<file path="config.mk">
export PLATFORM = sky130hd
export DESIGN_NAME = serial_adder_engine_flat
export DESIGN_NICKNAME = d
export VERILOG_FILES = /design/src/rtl/serial_adder_engine_if.sv /design/src/rtl/serial_adder_engine.sv /design/src/flat_wrapper.sv
export SDC_FILE = /design/constraint.sdc
export NUM_CORES = 1
export LEC_CHECK = 0
export ABC_CLOCK_PERIOD_IN_PS = 1900
export CAP_MARGIN = 20
export CORE_MARGIN = 2
export CORE_UTILIZATION = 35
export CTS_CLUSTER_SIZE = 40
export DETAILED_ROUTE_END_ITERATION = 12
export PLACE_DENSITY = 0.59
export SLEW_MARGIN = 40
export SYNTH_ARGS = -nofsm -noshare
export SYNTH_HDL_FRONTEND = slang
export SYNTH_SLANG_ARGS = --single-unit
</file>
<file path="constraint.sdc">
create_clock -name clk -period 1.9 [get_ports clk]
set_input_delay 0.38 -clock clk [delete_from_list [all_inputs] [get_ports clk]]
set_output_delay 0.38 -clock clk [all_outputs]
set_load 0.02 [all_outputs]
</file>
<file path="src/rtl/serial_adder_engine_if.sv">
// Handshake bundle for the bit-serial adder: operand request channel,
// result response channel and the busy status flag.
interface serial_adder_engine_if #(
    parameter int WIDTH = 8
);
    logic             in_valid;
    logic             in_ready;
    logic [WIDTH-1:0] a_in;
    logic [WIDTH-1:0] b_in;
    logic             cin_in;
    logic             out_valid;
    logic             out_ready;
    logic [WIDTH-1:0] sum_out;
    logic             cout_out;
    logic             ovf_out;
    logic             busy;

    // Engine side: consumes operands, produces results.
    modport slave (
        input  in_valid, a_in, b_in, cin_in, out_ready,
        output in_ready, out_valid, sum_out, cout_out, ovf_out, busy
    );

    // Client side: produces operands, consumes results.
    modport master (
        output in_valid, a_in, b_in, cin_in, out_ready,
        input  in_ready, out_valid, sum_out, cout_out, ovf_out, busy
    );
endinterface

</file>
<file path="src/rtl/serial_adder_engine.sv">
// Bit-serial adder: one full-adder cell plus a carry flop, walked LSB first
// over WIDTH cycles. Returns sum, unsigned carry-out and signed overflow.
//
// state  | meaning
// -------+-----------------------------------------------------------
// IDLE   | waiting for operands, in_ready high
// RUN    | one bit of the sum produced per cycle, cnt tracks the bit
// DONE   | result presented with out_valid, held until out_ready
module serial_adder_engine #(
    parameter int WIDTH = 8
) (
    input  logic                  clk,
    input  logic                  rst_n,
    serial_adder_engine_if.slave  bus
);
    localparam int CW = (WIDTH > 1) ? $clog2(WIDTH) : 1;
    localparam logic [CW-1:0] LAST_BIT = CW'(WIDTH - 1);

    typedef enum logic [1:0] {
        S_IDLE = 2'd0,
        S_RUN  = 2'd1,
        S_DONE = 2'd2
    } state_t;

    state_t           r_state;
    state_t           w_state_nxt;

    logic [WIDTH-1:0] r_a;
    logic [WIDTH-1:0] r_b;
    logic             r_c;
    logic [WIDTH-1:0] r_s;
    logic [CW-1:0]    r_cnt;
    logic [WIDTH-1:0] r_sum;
    logic             r_cout;
    logic             r_ovf;

    logic             w_accept;
    logic             w_last;
    logic             w_bit;
    logic             w_carry;
    logic [WIDTH-1:0] w_s_nxt;

    assign w_accept = (r_state == S_IDLE) && bus.in_valid;
    assign w_last   = (r_state == S_RUN) && (r_cnt == LAST_BIT);

    // Single full-adder cell working on the current LSBs.
    assign w_bit   = r_a[0] ^ r_b[0] ^ r_c;
    assign w_carry = (r_a[0] & r_b[0]) | (r_c & (r_a[0] ^ r_b[0]));
    assign w_s_nxt = {w_bit, r_s[WIDTH-1:1]};

    // State register.
    always_ff @(posedge clk or negedge rst_n) begin
        if (!rst_n) begin
            r_state <= S_IDLE;
        end else begin
            r_state <= w_state_nxt;
        end
    end

    // Next-state decode.
    always_comb begin
        w_state_nxt = r_state;
        case (r_state)
            S_IDLE: if (bus.in_valid)  w_state_nxt = S_RUN;
            S_RUN:  if (w_last)        w_state_nxt = S_DONE;
            S_DONE: if (bus.out_ready) w_state_nxt = S_IDLE;
            default:                   w_state_nxt = S_IDLE;
        endcase
    end

    // Operand shifters, carry flop, sum shifter and bit counter.
    always_ff @(posedge clk or negedge rst_n) begin
        if (!rst_n) begin
            r_a   <= '0;
            r_b   <= '0;
            r_c   <= 1'b0;
            r_s   <= '0;
            r_cnt <= '0;
        end else if (w_accept) begin
            r_a   <= bus.a_in;
            r_b   <= bus.b_in;
            r_c   <= bus.cin_in;
            r_cnt <= '0;
        end else if (r_state == S_RUN) begin
            r_a   <= {1'b0, r_a[WIDTH-1:1]};
            r_b   <= {1'b0, r_b[WIDTH-1:1]};
            r_c   <= w_carry;
            r_s   <= w_s_nxt;
            r_cnt <= r_cnt + CW'(1);
        end
    end

    // Result registers change only on the RUN->DONE edge; r_c there is the
    // carry into the MSB, so XOR with the new carry gives signed overflow.
    always_ff @(posedge clk or negedge rst_n) begin
        if (!rst_n) begin
            r_sum  <= '0;
            r_cout <= 1'b0;
            r_ovf  <= 1'b0;
        end else if (w_last) begin
            r_sum  <= w_s_nxt;
            r_cout <= w_carry;
            r_ovf  <= r_c ^ w_carry;
        end
    end

    assign bus.in_ready  = (r_state == S_IDLE);
    assign bus.out_valid = (r_state == S_DONE);
    assign bus.busy      = (r_state != S_IDLE);
    assign bus.sum_out   = r_sum;
    assign bus.cout_out  = r_cout;
    assign bus.ovf_out   = r_ovf;
endmodule

</file>
<file path="src/flat_wrapper.sv">
// flat-port wrapper written by rule: the top's interface ports become plain ports
module serial_adder_engine_flat 
#(
    parameter int WIDTH = 8
)
  (clk, rst_n, bus_in_valid, bus_a_in, bus_b_in, bus_cin_in, bus_out_ready, bus_in_ready, bus_out_valid, bus_sum_out, bus_cout_out, bus_ovf_out, bus_busy);
  serial_adder_engine_if #(.WIDTH(WIDTH)) bus_i ();
  input  logic clk;
  input  logic rst_n;
  input wire logic [$bits(bus_i.in_valid)-1:0] bus_in_valid;
  input wire logic [$bits(bus_i.a_in)-1:0] bus_a_in;
  input wire logic [$bits(bus_i.b_in)-1:0] bus_b_in;
  input wire logic [$bits(bus_i.cin_in)-1:0] bus_cin_in;
  input wire logic [$bits(bus_i.out_ready)-1:0] bus_out_ready;
  output wire logic [$bits(bus_i.in_ready)-1:0] bus_in_ready;
  output wire logic [$bits(bus_i.out_valid)-1:0] bus_out_valid;
  output wire logic [$bits(bus_i.sum_out)-1:0] bus_sum_out;
  output wire logic [$bits(bus_i.cout_out)-1:0] bus_cout_out;
  output wire logic [$bits(bus_i.ovf_out)-1:0] bus_ovf_out;
  output wire logic [$bits(bus_i.busy)-1:0] bus_busy;
  assign bus_i.in_valid = bus_in_valid;
  assign bus_i.a_in = bus_a_in;
  assign bus_i.b_in = bus_b_in;
  assign bus_i.cin_in = bus_cin_in;
  assign bus_i.out_ready = bus_out_ready;
  assign bus_in_ready = bus_i.in_ready;
  assign bus_out_valid = bus_i.out_valid;
  assign bus_sum_out = bus_i.sum_out;
  assign bus_cout_out = bus_i.cout_out;
  assign bus_ovf_out = bus_i.ovf_out;
  assign bus_busy = bus_i.busy;
  serial_adder_engine #(.WIDTH(WIDTH)) u_core (.clk(clk), .rst_n(rst_n), .bus(bus_i));
endmodule
</file>
* After elaboration in Yosys (flattened, before gate mapping)
Cells that the tools add are included.
** Storage, ports and cells
- Output and inout bits :: 13
- Input port bits :: 21
- Bits in registers :: 40
- Logic and storage cells :: 42
** Cells by class
- $add $sub $neg :: 1
- Reductions and logical operators :: 7
- Equality and inequality tests :: 6
- Bitwise gates (word level) :: 7
- Muxes and demuxes :: 12
** Operators with widths (number)
- $mux W8 :: 4
- $mux W2 :: 3
- $mux W3 :: 2
- $pmux W2 S3 :: 1
- $ne A2 B2 Y1 const B :: 2
- $reduce_bool A2 Y1 :: 2
- $add A3 B1 Y3 const B :: 1
- $eq A3 B3 Y1 const B :: 1
- $reduce_and A3 Y1 :: 1
- $xor A1 B1 Y1 :: 3
- $and A1 B1 Y1 :: 2
- $eq A2 B1 Y1 const B :: 1
- $eq A2 B2 Y1 const B :: 1
- $logic_and A1 B1 Y1 :: 2
- $logic_not A2 Y1 :: 1
- $mux W1 :: 2
- $ne A2 B1 Y1 const B :: 1
- $reduce_and A2 Y1 :: 1
- $not A1 Y1 :: 1
- $or A1 B1 Y1 :: 1

* Logic depth before layout (Yosys ltp)
- Depth in word-level cells :: 5
- Gate-level depth with buffers :: 6
- Depth with buffers taken out :: 5

* Worst setup path after synthesis
No wires, ideal clock.
- Kind :: register to output
- From :: reg u_core.r_state[0]
- To :: out bus_busy
- Data arrival time :: 1.135 ns
- Stages on the path, launching flop included :: 4
- Data required time :: 1.520 ns
- Path buffers :: 1
- Slack :: 0.385 ns
- Path through :: dfrtp_1 > buf_4 > nor2_1 > inv_1
** Between the ends
- Cells in the longest elaborated chain, start to end :: 1
** RTL lines
- start: declaration :: RTL line serial_adder_engine.sv:25 : state_t r_state;
- start signal: assignment :: RTL line serial_adder_engine.sv:56 : r_state <= w_state_nxt;
- $reduce_bool A2 Y1 :: RTL line serial_adder_engine.sv:109 : assign bus.busy = (r_state != S_IDLE);
- end: declaration :: RTL line flat_wrapper.sv:20 : output wire logic [$bits(bus_i.busy)-1:0] bus_busy;
Every way passes these cells.

* Worst setup path after layout
- From :: reg u_core.r_state[1]
- To :: out bus_out_valid
** Between the ends
- Cells in the longest elaborated chain, start to end :: 1
** RTL lines
- $eq A2 B2 Y1 :: RTL line serial_adder_engine.sv:108 : assign bus.out_valid = (r_state == S_DONE);
- end: declaration :: RTL line flat_wrapper.sv:16 : output wire logic [$bits(bus_i.out_valid)-1:0] bus_out_valid;
Every way passes these cells.

==> metrics <==
Pins Over Slew Limit=0; critical path class=flop to primary output; Crit Reg-Reg Startpoint=u_core.r_cnt[0]$_DFFE_PN0P_; Sw Ratio=0.330; crit-path leading delay family=buffers and inverters; distinct cell type count after synthesis=26; final hold violations=0; Max Fclk=around 0.54 GHz; minimum clock period=1840 ps; Slowest cell on crit path=clkdlybuf4s50_1; Logic pwr share=0.408; CTS Buf Count=5; H-tree depth=2; layout cells sized above 1=0.203; area delta synth->final=31.9%; RD Place Congestion=~0.84; # IOs=34; Syn Area/Cell=around 12 um2; critical path depth in cells=3; CP Launch Type=flop; share of the synthesized area in the top cell type=0.568; CP Capture Type=primary output; Synth Flop Type=dfrtp_1; CP Cell Sequence=inv_1 -> nor2_1 -> clkdlybuf4s50_1; vias per std cell=about 5.0; hold crit path type=input port to asynchronous set/reset pin; Worst-Margin Slew=~470 ps; main combinational cell family by area after synthesis=compound AO/OA/AOI/OAI gates; Reg-to-Reg End=u_core.bus.sum_out[5]$_DFFE_PN0P_; internal power=~2.6 mW; placed wire-length estimate=2610 um; core area=approximately 4700 um2; vias in the first global route=around 1,200; Pwr Density=between 1500 and 2000 nW/um2; area leader, netlist=dfrtp_1; Total GRT Usage=0.148; largest net degree at the start of global routing=21; Setup Fix Bufs, Post-CTS=0; end point of the critical path=bus_out_valid; max_slew headroom=0.684; Worst R2R Setup Slack=approximately 370 ps; WL per Instance=14.8 um; Async SR Flop Fraction=1.00; Ant. Diodes=0; Required @ worst endpoint=1520 ps; outcome=complete, no violations; clock share of power=0.207; Initial Util=0.364; max-cap violations=0; Area contributors post-synth=dfrtp_1, o22ai_1, mux2_4; FILL cells=between 400 and 500; Max FO, Critical Path=7; drt pass-1 iters=5; final setup fails=0; final instance area=around 2300 um2; mux cell area share after synthesis=0.120; synthesized instance count=about 140; FF-to-FF path depth=4; leakage=slightly below 1 nW; Post-Synth Simple-Gate Area=0.0517; Post-synth EDFFs=0; clock transition at the registers of the reported paths=80 ps; Routed Antenna Nets=0; Synth Cell Area=~1700 um2; FF+latch count, synth=39; sequential cell area fraction in the yosys report=0.568; RSZ-0062 raised after global routing=false; nets@finish=200; CTS Hold Bufs=0; post-synthesis compound-gate area fraction=0.184; sequential share of power=0.385; FF+latch area=~980 um2; clock latency on the worst-skew pair=~290 ps; max incr delay on CP=between 600 and 700 ps; setup TNS=0 ps; first-pass GRT wire length=5980 um; WHS=around 35 ps; GRT overflow=0; routed via count=about 1,200; Ys Warns=0; DRT iter0 DRCs=60; # DRC=0; Final period util=0.969; post-synthesis adder-cell area fraction=0.0262; Die Wd=between 70 and 80 um; worst vdd ir=0.787 mV; multi-input combinational cell area=between 600 and 700 um2; initial antenna violation count=0; Core Rows=25; Sw Pwr=approximately 1.3 mW; Placed Area=approximately 2100 um2; Crit. Startpoint=u_core.r_state[1]$_DFFE_PN0P_; DIE AREA=roughly 5500 um2; input/output buffers=33; CP bufs+invs=2; die span in y=about 74 um; Clk Tree Root Cell=clkbuf_8; syn_nets=around 160; total wire length=roughly 3600 um; clk_skew=about 7.4 ps; crit path DAT=1460 ps; CTS tree=yes; Synth Area in XOR/XNOR=0.00510; clk buf depth=2; CTS sink count=39
sequential cells by signal, indices dropped and copies added, names as in the netlist, 2 cells and up:
signal	cells
u_core.r_a	8
u_core.r_s	7
u_core.r_state	2
u_core.bus.sum_out	8
u_core.r_b	8
u_core.r_cnt	3
cells in the mapped netlist (all sizes together) (2+ instances only):
cell type   n
buf         8
o22ai      25
o21ai       6
inv         3
nand2b      3
dfrtp      39
clkbuf      2
a22o        2
a21oi      12
nand3b      2
mux2       16
nor2        5
ha          2
a2bb2oi     3
nand2       4
layout make-up:
type / count / area share
sequential: 39 / 0.431
clock inverter: 2 / 0.0265
timing repair buffer: 41 / 0.174
multi-input combinational: 86 / 0.294
inverter: 3 / 0.00497
clock buffer: 6 / 0.0320
tap: 67 / 0.0370
kinds of logic (layout without fill, tap and decap cells):
family	after synthesis	count (layout)
flops	39	39
mux	16	16
xor+xnor	1	1
buf+inv	13	52
compound gates	51	51
fa+ha+maj	3	3
simple gates	15	15
through the flow:
step                power [mW]  worst slack (ps)  utilization  instances
finish                    3.94              58.6        0.480        244
global placement          3.08               284        0.452        236
global route              4.20              15.5        0.480        244
CTS                       3.97             0.875        0.479        244
floorplan                 2.59               385            -        138
detailed placement        3.16               153        0.452        236
power by group through the flow:
stage / Combinational, mW / Sequential [mW] / Clock [mW]
2_1_floorplan: 1.01 / 1.58 / 0
3_3_place_gp: 1.57 / 1.51 / 0
3_5_place_dp: 1.64 / 1.53 / 0
4_1_cts: 1.62 / 1.51 / 0.830
5_1_grt: 1.76 / 1.56 / 0.877
6_report: 1.61 / 1.52 / 0.814
cells in the final DEF (no fill, tap or decap), types with 3 or more instances in the layout:
cell type	instances
clkbuf_8	5
dfrtp_1	38
nor2_1	4
mux2_2	9
o22ai_1	25
nand2b_1	3
o21ai_0	6
mux2_4	7
clkdlybuf4s50_1	30
a2bb2oi_1	3
inv_1	3
buf_4	7
nand2_1	4
a21oi_1	12
worst min path at each step:
stage,from,depth (start not counted),endpoint
2_1_floorplan,rst_n,0,u_core.bus.cout_out$_DFFE_PN0P_
3_3_place_gp,rst_n,1,u_core.bus.sum_out[3]$_DFFE_PN0P_
3_5_place_dp,rst_n,1,u_core.bus.sum_out[3]$_DFFE_PN0P_
4_1_cts,rst_n,1,u_core.bus.sum_out[3]$_DFFE_PN0P_
5_1_grt,rst_n,1,u_core.bus.sum_out[2]$_DFFE_PN0P_
6_report,rst_n,1,u_core.bus.sum_out[2]$_DFFE_PN0P_
per-layer routing:
layer	global-route usage	vias to the layer above	share of wire
met4	0.0566	0	0.015
met5	0	-	0
li1	-	591	-
met1	0.190	592	0.46
met2	0.224	43	0.47
met3	0.0596	4	0.054
timing repair:
item                       4_1_cts  5_1_grt
resized for setup                2        1
setup endpoints to repair        2        1
pin swaps                        0        0
Power figures use the tool's default switching activity.
